**src/rtl/rr_arbiter_4to1_mux_ctrl.sv**
```systemverilog
`default_nettype none
// ============================================================================
// Module      : rr_arbiter_4to1_mux_ctrl
// Description : Round-robin arbiter in front of a shared N-bit 4-to-1 mux.
//               One pending requester wins each transfer. Its word goes
//               through the mux and into a single registered output slot.
//               The slot has a valid/ready handshake and a source tag.
// Ports       : clk        - rising-edge clock
//               rst_n      - synchronous reset, active-low
//               in_valid   - per-requester valid (bit k = requester k)
//               in_data0-3 - requester words (mux inputs 0..3)
//               in_ready   - one-hot capture strobe (combinational)
//               grant_sel  - mux select of current winner (combinational)
//               out_valid  - output slot holds a word
//               out_data   - registered mux output
//               out_src    - requester index that supplied out_data
//               out_ready  - consumer accepts out_data this cycle
// Revision    : 1.0 - initial release
// ============================================================================
module rr_arbiter_4to1_mux_ctrl #(
    parameter int N = 4
) (
    input  logic         clk,
    input  logic         rst_n,
    input  logic [3:0]   in_valid,
    input  logic [N-1:0] in_data0,
    input  logic [N-1:0] in_data1,
    input  logic [N-1:0] in_data2,
    input  logic [N-1:0] in_data3,
    output logic [3:0]   in_ready,
    output logic [1:0]   grant_sel,
    output logic         out_valid,
    output logic [N-1:0] out_data,
    output logic [1:0]   out_src,
    input  logic         out_ready
);

    typedef enum logic [0:0] {
        EMPTY = 1'b0,
        FULL  = 1'b1
    } state_t;

    state_t       r_state;
    state_t       w_state_nxt;
    logic [1:0]   r_ptr;
    logic [N-1:0] r_out_data;
    logic [1:0]   r_out_src;

    logic [1:0]   w_winner;
    logic [1:0]   w_idx;
    logic         w_found;
    logic         w_any_valid;
    logic         w_free;
    logic         w_capture;
    logic [N-1:0] w_mux_data;

    assign w_any_valid = |in_valid;
    assign out_valid   = (r_state == FULL);
    assign w_free      = !out_valid || out_ready;
    // rst_n gates the capture so that no requester sees in_ready during a
    // reset cycle; the word it would hand over would be thrown away.
    assign w_capture   = w_free && w_any_valid && rst_n;

    // Rotating priority search: ptr+1 first, ptr itself last. When nothing
    // is pending the default ptr+1 is left on the select.
    always_comb begin
        w_found  = 1'b0;
        w_winner = r_ptr + 2'd1;
        w_idx    = 2'd0;
        for (int i = 1; i <= 4; i++) begin
            w_idx = r_ptr + 2'(i);
            if (!w_found && in_valid[w_idx]) begin
                w_found  = 1'b1;
                w_winner = w_idx;
            end
        end
    end

    assign grant_sel = w_winner;
    assign in_ready  = w_capture ? (4'b0001 << w_winner) : 4'b0000;

    always_comb begin
        w_mux_data = in_data0;
        case (grant_sel)
            2'd0:    w_mux_data = in_data0;
            2'd1:    w_mux_data = in_data1;
            2'd2:    w_mux_data = in_data2;
            default: w_mux_data = in_data3;
        endcase
    end

    // Next-state: a capture always leaves the slot full (covers the
    // simultaneous drain-and-refill case); a drain without refill empties it.
    always_comb begin
        w_state_nxt = r_state;
        case (r_state)
            EMPTY: begin
                if (w_capture) begin
                    w_state_nxt = FULL;
                end
            end
            FULL: begin
                if (w_capture) begin
                    w_state_nxt = FULL;
                end else if (out_ready) begin
                    w_state_nxt = EMPTY;
                end
            end
            default: w_state_nxt = EMPTY;
        endcase
    end

    always_ff @(posedge clk) begin
        if (!rst_n) begin
            r_state    <= EMPTY;
            r_ptr      <= 2'd3;
            r_out_data <= '0;
            r_out_src  <= 2'd0;
        end else begin
            r_state <= w_state_nxt;
            if (w_capture) begin
                r_out_data <= w_mux_data;
                r_out_src  <= w_winner;
                r_ptr      <= w_winner;
            end
        end
    end

    assign out_data = r_out_data;
    assign out_src  = r_out_src;

endmodule
`default_nettype wire

```
**config.mk**
```make
export PLATFORM = sky130hd
export DESIGN_NAME = rr_arbiter_4to1_mux_ctrl
export DESIGN_NICKNAME = d
export VERILOG_FILES = /design/src/rtl/rr_arbiter_4to1_mux_ctrl.sv
export SDC_FILE = /design/constraint.sdc
export NUM_CORES = 1
export LEC_CHECK = 0
export BUFFER_PORTS_ARGS = -buffer_cell sky130_fd_sc_hd__buf_2
export CAP_MARGIN = 0
export CORE_MARGIN = 2
export CORE_UTILIZATION = 40
export DETAILED_ROUTE_END_ITERATION = 8
export PLACE_DENSITY = 0.84
export SLEW_MARGIN = 10
export SYNTH_ARGS = -nofsm -noshare
export SYNTH_HDL_FRONTEND = slang
export SYNTH_SLANG_ARGS = --single-unit
```
**constraint.sdc**
```tcl
create_clock -name clk -period 1.6 [get_ports clk]
set_input_delay 0.16 -clock clk [delete_from_list [all_inputs] [get_ports clk]]
set_output_delay 0.16 -clock clk [all_outputs]
set_load 0.03 [all_outputs]
```
======== Word-level counts from Yosys, hierarchy flattened ========
Cells that the tools add are included.
operators by class
  equality and inequality tests ........... 2
  shifts and indexed selects .............. 1
  reduce and logical (&&, ||, !) cells .... 12
  add/sub/neg operators ................... 3
  order comparisons ....................... 4
  multiplexer cells ....................... 20
  bitwise operators ....................... 1
operators by type and width
  kind                                                 number
  < comparator 2 x 3 -> 1 bit (second input constant)  4
  case mux 4 bit (3 select lines)                      1
  2-to-1 mux 1 bit                                     10
  binary-select mux 1 bit (select 2 bit)               4
  2-to-1 mux 2 bit                                     3
  logical AND 1 bit                                    5
  adder 2 bit (second input constant)                  2
  logical NOT 1 bit                                    4
  2-to-1 mux 4 bit                                     1
  OR reduction 4 bit                                   1
  << shifter 1 x 2 -> 4 bit (first input constant)     1
  adder 2 x 1 -> 2 bit (second input constant)         1
  == test 2 x 1 -> 1 bit (second input constant)       1
  == test 2 bit (second input constant)                1
  logical NOT 2 bit                                    1
  case mux 1 bit (2 select lines)                      1
  logical OR 1 bit                                     1
  NOT 1 bit                                            1
storage, ports and cells
  register bits after elaboration ......... 9

======== Logic depth before layout (Yosys ltp) ========
Gate-level depths: netlist (run 1).
  depth after elaboration ................. 15
  mapped depth ............................ 7

======== Least setup slack after synthesis (run 1) ========
OpenSTA, ideal clock, no wires.
  path kind ............................... flip-flop to output port
  from .................................... register r_ptr[1]
  to ...................................... output port in_ready[1]
  arrival ................................. 1.937 ns
  data required time ...................... 1.440 ns
  path slack .............................. -0.497 ns
  stages on the path, launching flop included .. 6
  path through ............................ dfxtp_1 -> inv_1 -> o22ai_1 -> a21o_4 -> inv_1 -> nor3b_1
between the ends
  longest elaborated chain between the ends .. 15
RTL lines
  what                                    RTL line  source
  from (decl)                             45        logic [1:0] r_ptr;
  from (signal assigned)                  124       r_ptr <= w_winner;
  adder 2 x 1 -> 2 bit                    68, 71
  binary-select mux 1 bit (select 2 bit)  72        if (!w_found && in_valid[w_idx]) begin
  2-to-1 mux 1 bit (not written as such)  72
  2-to-1 mux 1 bit                        72
  logical NOT 1 bit                       72
  logical AND 1 bit                       72
  2-to-1 mux 1 bit                        72
  logical NOT 1 bit                       72
  logical AND 1 bit                       72
  2-to-1 mux 1 bit                        72
  logical NOT 1 bit                       72
  logical AND 1 bit                       72
  2-to-1 mux 2 bit *                      72
  via grant_sel[1]                        31        output logic [1:0] grant_sel,
  << shifter 1 x 2 -> 4 bit *             80        assign in_ready = w_capture ? (4'b0001 << w_winner) : 4'b0000;
  2-to-1 mux 4 bit *                      80
  to (decl)                               30        output logic [3:0] in_ready,
Mark *: on every way through the listed nets, which the timed path passes. The rest lies on a longest branch. The select of a mux whose other input is x is not followed.

======== Worst setup path after layout (run 1) ========
  from .................................... register r_ptr[0]
  to ...................................... output port in_ready[2]
between the ends
  longest elaborated chain between the ends .. 15
RTL lines
  what                                    RTL line
  adder 2 x 1 -> 2 bit                    68, 71
  binary-select mux 1 bit (select 2 bit)  72
  2-to-1 mux 1 bit (not written as such)  72
  2-to-1 mux 1 bit                        72
  logical NOT 1 bit                       72
  logical AND 1 bit                       72
  2-to-1 mux 1 bit                        72
  logical NOT 1 bit                       72
  logical AND 1 bit                       72
  2-to-1 mux 1 bit                        72
  logical NOT 1 bit                       72
  logical AND 1 bit                       72
  2-to-1 mux 2 bit *                      72
  << shifter 1 x 2 -> 4 bit *             80
  2-to-1 mux 4 bit *                      80
Mark *: on every way between the ends. The rest lies on a longest branch, timed or not. The select of a mux whose other input is x is not followed.

==> reports/metrics.yaml, run 1 <==
critical_path:
  crit_type: "reg -> out"
  slowest_stage: "dfxtp_4"
  path_buf_inv: 2
  end_kind: "output port"
  r2r_slack_ns: -0.11
  cp_max_fo: 6
  startpoint: "r_ptr[0]"
  critPathCapture: "in_ready[2]"
  reg2reg_to: "out_data[1]"
  r2r_start: "r_ptr[0]"
  cp_top_family: "compound AO/OA/AOI/OAI gates"
  crit_arrival_ns: 1.63
  required_ns: 1.44
  startpoint_type: "flip-flop"
  rr_worst_depth: 6
  crit_chain: "xnor2_2 > a32o_2 > a21o_4 > buf_4 > nor3_4 > buf_6"
  slowest_delay_ns: 0.36
  cp.depth: 6
detailed_routing:
  drcViolationCount: 0
  dr.pass1.iters: 4
  drtAntennaViolNets: 0
  vias: 989
  drt-initial-drc-count: 20
  wl_per_cell_um: 13.4
  wl_mm: 2.40
  vias_per_cell: 5.53
die:
  core-area_um2: 1710
  fp.dieH_um: 46.4
  die_area_um2: 2160
  rows: 15
  num_io_pins: 36
  die_x_um: 46.4
  initial_core_util_pct: 42.2
finish:
  fillers: 122
  multi_input_area_um2: 578
  final-seq-area_um2: 188
  fin_nets: 178
  area_delta_synth_final_pct: 76.7
  diodes: 0
  drive_gt1_share_pct: 53.9
run:
  cap_violations: 0
logic_synthesis:
  ys_warn_count: 0
  ys_seq_elements: 9
  synthDistinctLibCells: 30
  ys_seq_area_share_pct: 25.0
  syn_nets: 118
  syn_avg_cell_area_um2: 7.59
  syn-cell-area_um2: 721
  syn_inst: 95
clock_tree:
  cts_sinks: 9
  clock_latency_ns: 0.26
  path_clk_slew_ns: 0.06
  cts_made_buffers: 3
  clockBufferDepth: 2
  htreeDepth: 1
  root_buffer: "clkbuf_4"
  cts_hold_repair.buffers: 0
  tritoncts: "built"
global_routing:
  grt_antenna_before_repair: 0
  grt_pass1_vias: 878
  grt_max_degree: 11
  grt-ovfl-total: 0
  grt_pass1_wl_mm: 3.66
  grt_use_total_pct: 24.3
timing:
  period_share_pct: 112
  whs_ns: 0.156
  hold_viol: 0
  setup_ws_ns: -0.186
  slew_headroom_pct: 74.1
  max_freq_ghz: 0.560
  finalMaxSlewViolations: 0
  setup_viol: 10
  fin_setup_tns_ns: -1.33
  grt_setup_unrepaired: "true"
  worst_pin_slew_ns: 0.389
  min_period_ns: 1.79
  finalClockSkew_ns: 0.00339
place:
  place.gp.congestion: 0.811
  dp_hpwl_mm: 1.78
  port_buffers: 35
power:
  p_leak_uw: 0.000573
  power_density_nw_per_um2: 808
  power_uw: 1030
  irDropWorstVdd_uv: 548
worst_hold_path:
  hold_class: "in -> reg"
  hold_start: "rst_n"
status:
  violations: "negative setup slack"
  status: "finished with violations"
area by class of cell:
| class | instances | area share (%) |
|---|---|---|
| Tap cell | 25 | 2.46 |
| Timing Repair Buffer | 61 | 33.0 |
| Sequential cell | 9 | 14.7 |
| Inverter | 7 | 2.36 |
| Clock buffer | 4 | 2.06 |
| Multi-Input combinational cell | 73 | 45.4 |
sequential cells by signal, indices dropped and copies added (netlist names):
register / count
out_data: 4
out_src: 2
out_valid: 1
r_ptr: 2
cells in the mapped netlist:
master     number  area share [%]
buf_2           4             2.8
nand2_1         5             2.6
o31a_1          1             1.2
a311oi_1        4             4.9
o21bai_1        1             1.0
nor2_1          7             3.6
o221ai_2        1             2.1
nor2b_1         4             3.5
nand2b_1        5             4.3
a21oi_1         2             1.4
a211oi_1        4             4.2
nor4_1          1            0.87
o22ai_1         1            0.87
xnor2_1         1             1.2
o2bb2ai_1       1             1.2
or2_2           2             1.7
nor3b_1         2             2.1
o21ai_0         5             3.5
a21o_4          1             2.1
a32o_1          4             5.6
o211ai_1        1             1.0
clkbuf_1        2             1.0
inv_1           7             3.6
a211o_1         4             4.9
o31ai_1         1             1.0
a2bb2oi_1       1             1.2
a32o_2          1             1.6
o41a_1          1             1.6
nor3_1         12             8.3
dfxtp_1         9              25
per-stage QoR:
step	area (um^2)	worst slack [ns]	cells	util, %
2_1_floorplan	806	-0.0510	95	-
3_3_place_gp	1130	0.00249	167	66.2
3_5_place_dp	1130	-0.0666	167	66.2
4_1_cts	1250	-0.161	177	73.0
5_1_grt	1270	-0.253	179	74.6
6_report	1270	-0.186	179	74.6
how the worst min path moves through the flow:
stage,cells after the start,endpoint,slack [ns]
after detailed placement,2,r_ptr[0],0.42
after CTS,2,r_ptr[0],0.16
after floorplan,1,r_ptr[0],0.24
after global placement,2,r_ptr[0],0.40
final,2,r_ptr[0],0.16
after global routing,2,r_ptr[0],0.18
per-layer routing:
| layer | share of wire (%) | track usage [%] | vias to the layer above |
|---|---|---|---|
| li1 | - | - | 492 |
| met3 | 6.6 | 2.75 | 6 |
| met2 | 52 | 41.7 | 41 |
| met5 | 0 | 0 | - |
| met1 | 39 | 29.5 | 450 |
| met4 | 2.6 | 12.0 | 0 |
kinds of logic after synthesis:
kind of cell              count (synthesis)  synth area share [%]
buffers and inverters                    13                  7.47
xor gates and xnor gates                  1                  1.22
and+or+nand+nor                          38                  27.1
DFF                                       9                  25.0
AOI/OAI and AO/OA                        34                  39.2
what timing repair did:
action,in CTS,in global routing
resized for setup,12,5
pin swaps,10,1
setup buffers,6,2
setup endpoints to repair,10,11
where the power goes:
group	internal (uW)	leakage [uW]	switching, uW	total, uW
combinational	275	0.000482	300	576
sequential	255	0.0000753	21.5	276
clock	96.2	0.0000150	80.7	177
total	626	0.000573	403	1030
placed cells by master (no fill, tap or decap), drive strengths merged, types with 2 or more instances in the layout:
cell type,instances
a211o,4
a211oi,4
a21oi,2
a311oi,4
a32o,5
buf,60
clkbuf,5
dfxtp,9
inv,6
nand2,5
nand2b,5
nor2,7
nor2b,4
nor3,12
nor3b,2
o21ai,5
or2,2
No activity file was read; power rests on OpenSTA's default activity.
==> inputs of run 2 (changes only) <==
Settings changed: ABC_AREA set to 1, CORE_UTILIZATION 40 to 42.
==> run 2 against run 1 <==
Net effect: the run still ends with negative setup slack left; sequential power increased by 18%; fmax decreased by 13%; sequential share of layout area decreased by 2.1 points; synthesized cell count increased by 60%; critical path depth increased by 8; largest cell class unchanged; highest routed layer unchanged.
==> reports/metrics.yaml, run 2 <==
status:
  status: "finished with violations"  # unchanged
  violations: "negative setup slack"  # unchanged
logic_synthesis:
  synth_area_leader_cell: "nand2_1"  # was dfxtp_1
  synth_commonest_cells: "nand2_1, nand3_1, inv_1"  # was nor3_1, dfxtp_1, inv_1, nor2_1
  yosys.area.top_type_share_pct: 28.6  # was 25.0%
  syn-cell-area_um2: 853  # was 721 um^2
  synth-edff-count: 0  # unchanged
  ys_seq_area_share_pct: 21.1  # was 25.0%
  synth_ff_type: "dfxtp_1"  # unchanged
  yosys-top-cells-area: "nand2_1, dfxtp_1, nand3_1"  # was dfxtp_1, nor3_1, a32o_1
  syn_inst: 152  # was 95
  async_flop_share_pct: 0  # unchanged
  syn_nets: 175  # was 118
  syn_avg_cell_area_um2: 5.61  # was 7.59 um^2
  ys_seq_elements: 9  # unchanged
  ys_warn_count: 0  # unchanged
  synthDistinctLibCells: 22  # was 30
  synth.most_common_cell: "nand2_1"  # was nor3_1
die:
  initial_core_util_pct: 43.9  # was 42.2%
  core-area_um2: 1940  # was 1710 um^2
  die_x_um: 49.1  # was 46.4 um
  die_area_um2: 2410  # was 2160 um^2
  fp.dieH_um: 49.1  # was 46.4 um
  rows: 16  # was 15
  num_io_pins: 36  # unchanged
power:
  p_leak_uw: 0.000767  # was 0.000573 uW
  irDropWorstVdd_uv: 1120  # was 548 uV
  power_uw: 2340  # was 1030 uW
  power_density_nw_per_um2: 1580  # was 808 nW/um^2
place:
  dp_hpwl_mm: 1.94  # was 1.78 mm
  placed_cells: 227  # was 167
  port_buffers: 35  # unchanged
  place.gp.congestion: 0.884  # was 0.811
finish:
  final_cell_mix: "nand2_1, buf_2, nand2_2"  # was buf_2, buf_4, nor3_1
  area_delta_synth_final_pct: 73.8  # was 76.7%
  fillers: 137  # was 122
  multi_input_area_um2: 751  # was 578 um^2
  drive_gt1_share_pct: 55.6  # was 53.9%
  final_cells: 234  # was 179
  fin_nets: 231  # was 178
  diodes: 0  # unchanged
  final-seq-area_um2: 188  # unchanged
  largest_reg_flops: 4  # unchanged
  final_common_cell: "nand2_1"  # was buf_2
global_routing:
  grt_use_total_pct: 26.8  # was 24.3%
  grt-ovfl-total: 0  # unchanged
  grt_pass1_vias: 1158  # was 878
  grt_pass1_wl_mm: 5.11  # was 3.66 mm
  grt_max_degree: 11  # unchanged
  grt_antenna_before_repair: 0  # unchanged
clock_tree:
  root_buffer: "clkbuf_4"  # unchanged
  cts_hold_repair.buffers: 0  # unchanged
  cts_sinks: 9  # unchanged
  clockBufferDepth: 2  # unchanged
  path_clk_slew_ns: 0.06  # about the same
  htreeDepth: 1  # unchanged
  clock_latency_ns: 0.25  # was 0.26 ns
  cts_made_buffers: 3  # unchanged
  tritoncts: "built"  # unchanged
timing:
  finalClockSkew_ns: 0.00474  # was 0.00339 ns
  finalMaxSlewViolations: 0  # unchanged
  min_period_ns: 2.04  # was 1.79 ns
  slew_headroom_pct: 78.7  # was 74.1%
  setup_ws_ns: -0.441  # was -0.186 ns
  grt_setup_unrepaired: "true"  # unchanged
  period_share_pct: 128  # was 112%
  hold_viol: 0  # unchanged
  max_freq_ghz: 0.490  # was 0.560 GHz
  setup_viol: 14  # was 10
  worst_pin_slew_ns: 0.319  # was 0.389 ns
critical_path:
  cp_max_fo: 6  # unchanged
  rr_worst_depth: 15  # was 6
  startpoint_type: "flip-flop"  # unchanged
  reg2reg_to: "out_data[2]"  # was out_data[1]
  crit_arrival_ns: 1.88  # was 1.63 ns
  crit_type: "reg -> out"  # unchanged
  end_kind: "output port"  # unchanged
  critPathCapture: "in_ready[2]"  # unchanged
  r2r_start: "r_ptr[0]"  # unchanged
  startpoint: "r_ptr[0]"  # unchanged
  required_ns: 1.44  # about the same
  r2r_slack_ns: -0.32  # was -0.11 ns
detailed_routing:
  drtAntennaViolNets: 0  # unchanged
  drt-initial-drc-count: 59  # was 20
  wl_per_cell_um: 14.0  # was 13.4 um
  dr.pass1.iters: 4  # unchanged
  vias: 1211  # was 989
  drcViolationCount: 0  # unchanged
  vias_per_cell: 5.18  # was 5.53
  wl_mm: 3.27  # was 2.40 mm
worst_hold_path:
  hold_start: "rst_n"  # unchanged
  hold_class: "in -> reg"  # unchanged
run:
  cap_violations: 0  # unchanged
==> run 2: layout make-up <==
type / count / share of cell area (%)
multi-input combinational: 120 / 50.6
tap: 27 / 2.28
inverter: 18 / 5.57
timing repair buffer: 56 / 27.1
clock buffer: 4 / 1.77
sequential: 9 / 12.7
==> run 2: per-layer routing <==
| metal | vias up | part of all wire (%) | global-route usage, % |
|---|---|---|---|
| met4 | 0 | 5.5 | 15.2 |
| met1 | 539 | 38 | 29.9 |
| met2 | 63 | 51 | 46.8 |
| met3 | 23 | 6.3 | 5.21 |
| met5 | - | 0 | 0 |
| li1 | 586 | - | - |
==> run 2: logic make-up after synthesis <==
logic type	share of synthesized area, %
AOI/OAI and AO/OA	8.80
buffers and inverters	13.6
DFF	21.1
and+or+nand+nor	56.5
==> run 2: worst max-delay path, cell delays in order, from the launching register on <==
cell and delay, ns:
dfxtp_4 0.40, buf_6 0.15, nand2_4 0.06, nand2_4 0.06, nand2_2 0.06, nand2_4 0.11, nand2_4 0.07, nor2_4 0.12
nor2_2 0.06, nand2_2 0.08, nand2_4 0.09, inv_8 0.10, nand2_4 0.06, nor2_4 0.08, buf_6 0.13
==> run 2: worst min-delay path by stage <==
stage                           end  cells past startpoint
after floorplan           out_valid                      2
after global placement    out_valid                      3
after detailed placement  out_valid                      3
after CTS                 out_valid                      3
after global routing      out_valid                      3
final                     out_valid                      3
==> run 2: per-stage QoR <==
stage	hold slack (ns)	utilization [%]	setup slack, ns	TNS, ns	area (um^2)
finish	0.119	76.4	-0.441	-3.86	1480
global route	0.116	76.4	-0.529	-5.13	1480
CTS	0.115	72.7	-0.402	-3.34	1410
detailed placement	0.372	64.9	-0.369	-3.28	1260
global placement	0.365	64.9	-0.275	-2.29	1260
floorplan	0.258	-	-0.0962	-0.568	966
==> run 2: what timing repair did <==
item | in CTS | in global routing
pin swaps | 16 | 4
gates resized for setup | 34 | 21
setup endpoints to repair | 14 | 14
buffers inserted | 4 | 0
==> run 2: where the power goes <==
part	leakage (uW)	switching, uW	total [uW]	internal, uW
Combinational	0.000677	1120	1850	734
Sequential	0.0000750	47.9	325	278
Clock	0.0000150	70.7	166	95.6
Total	0.000767	1240	2340	1110
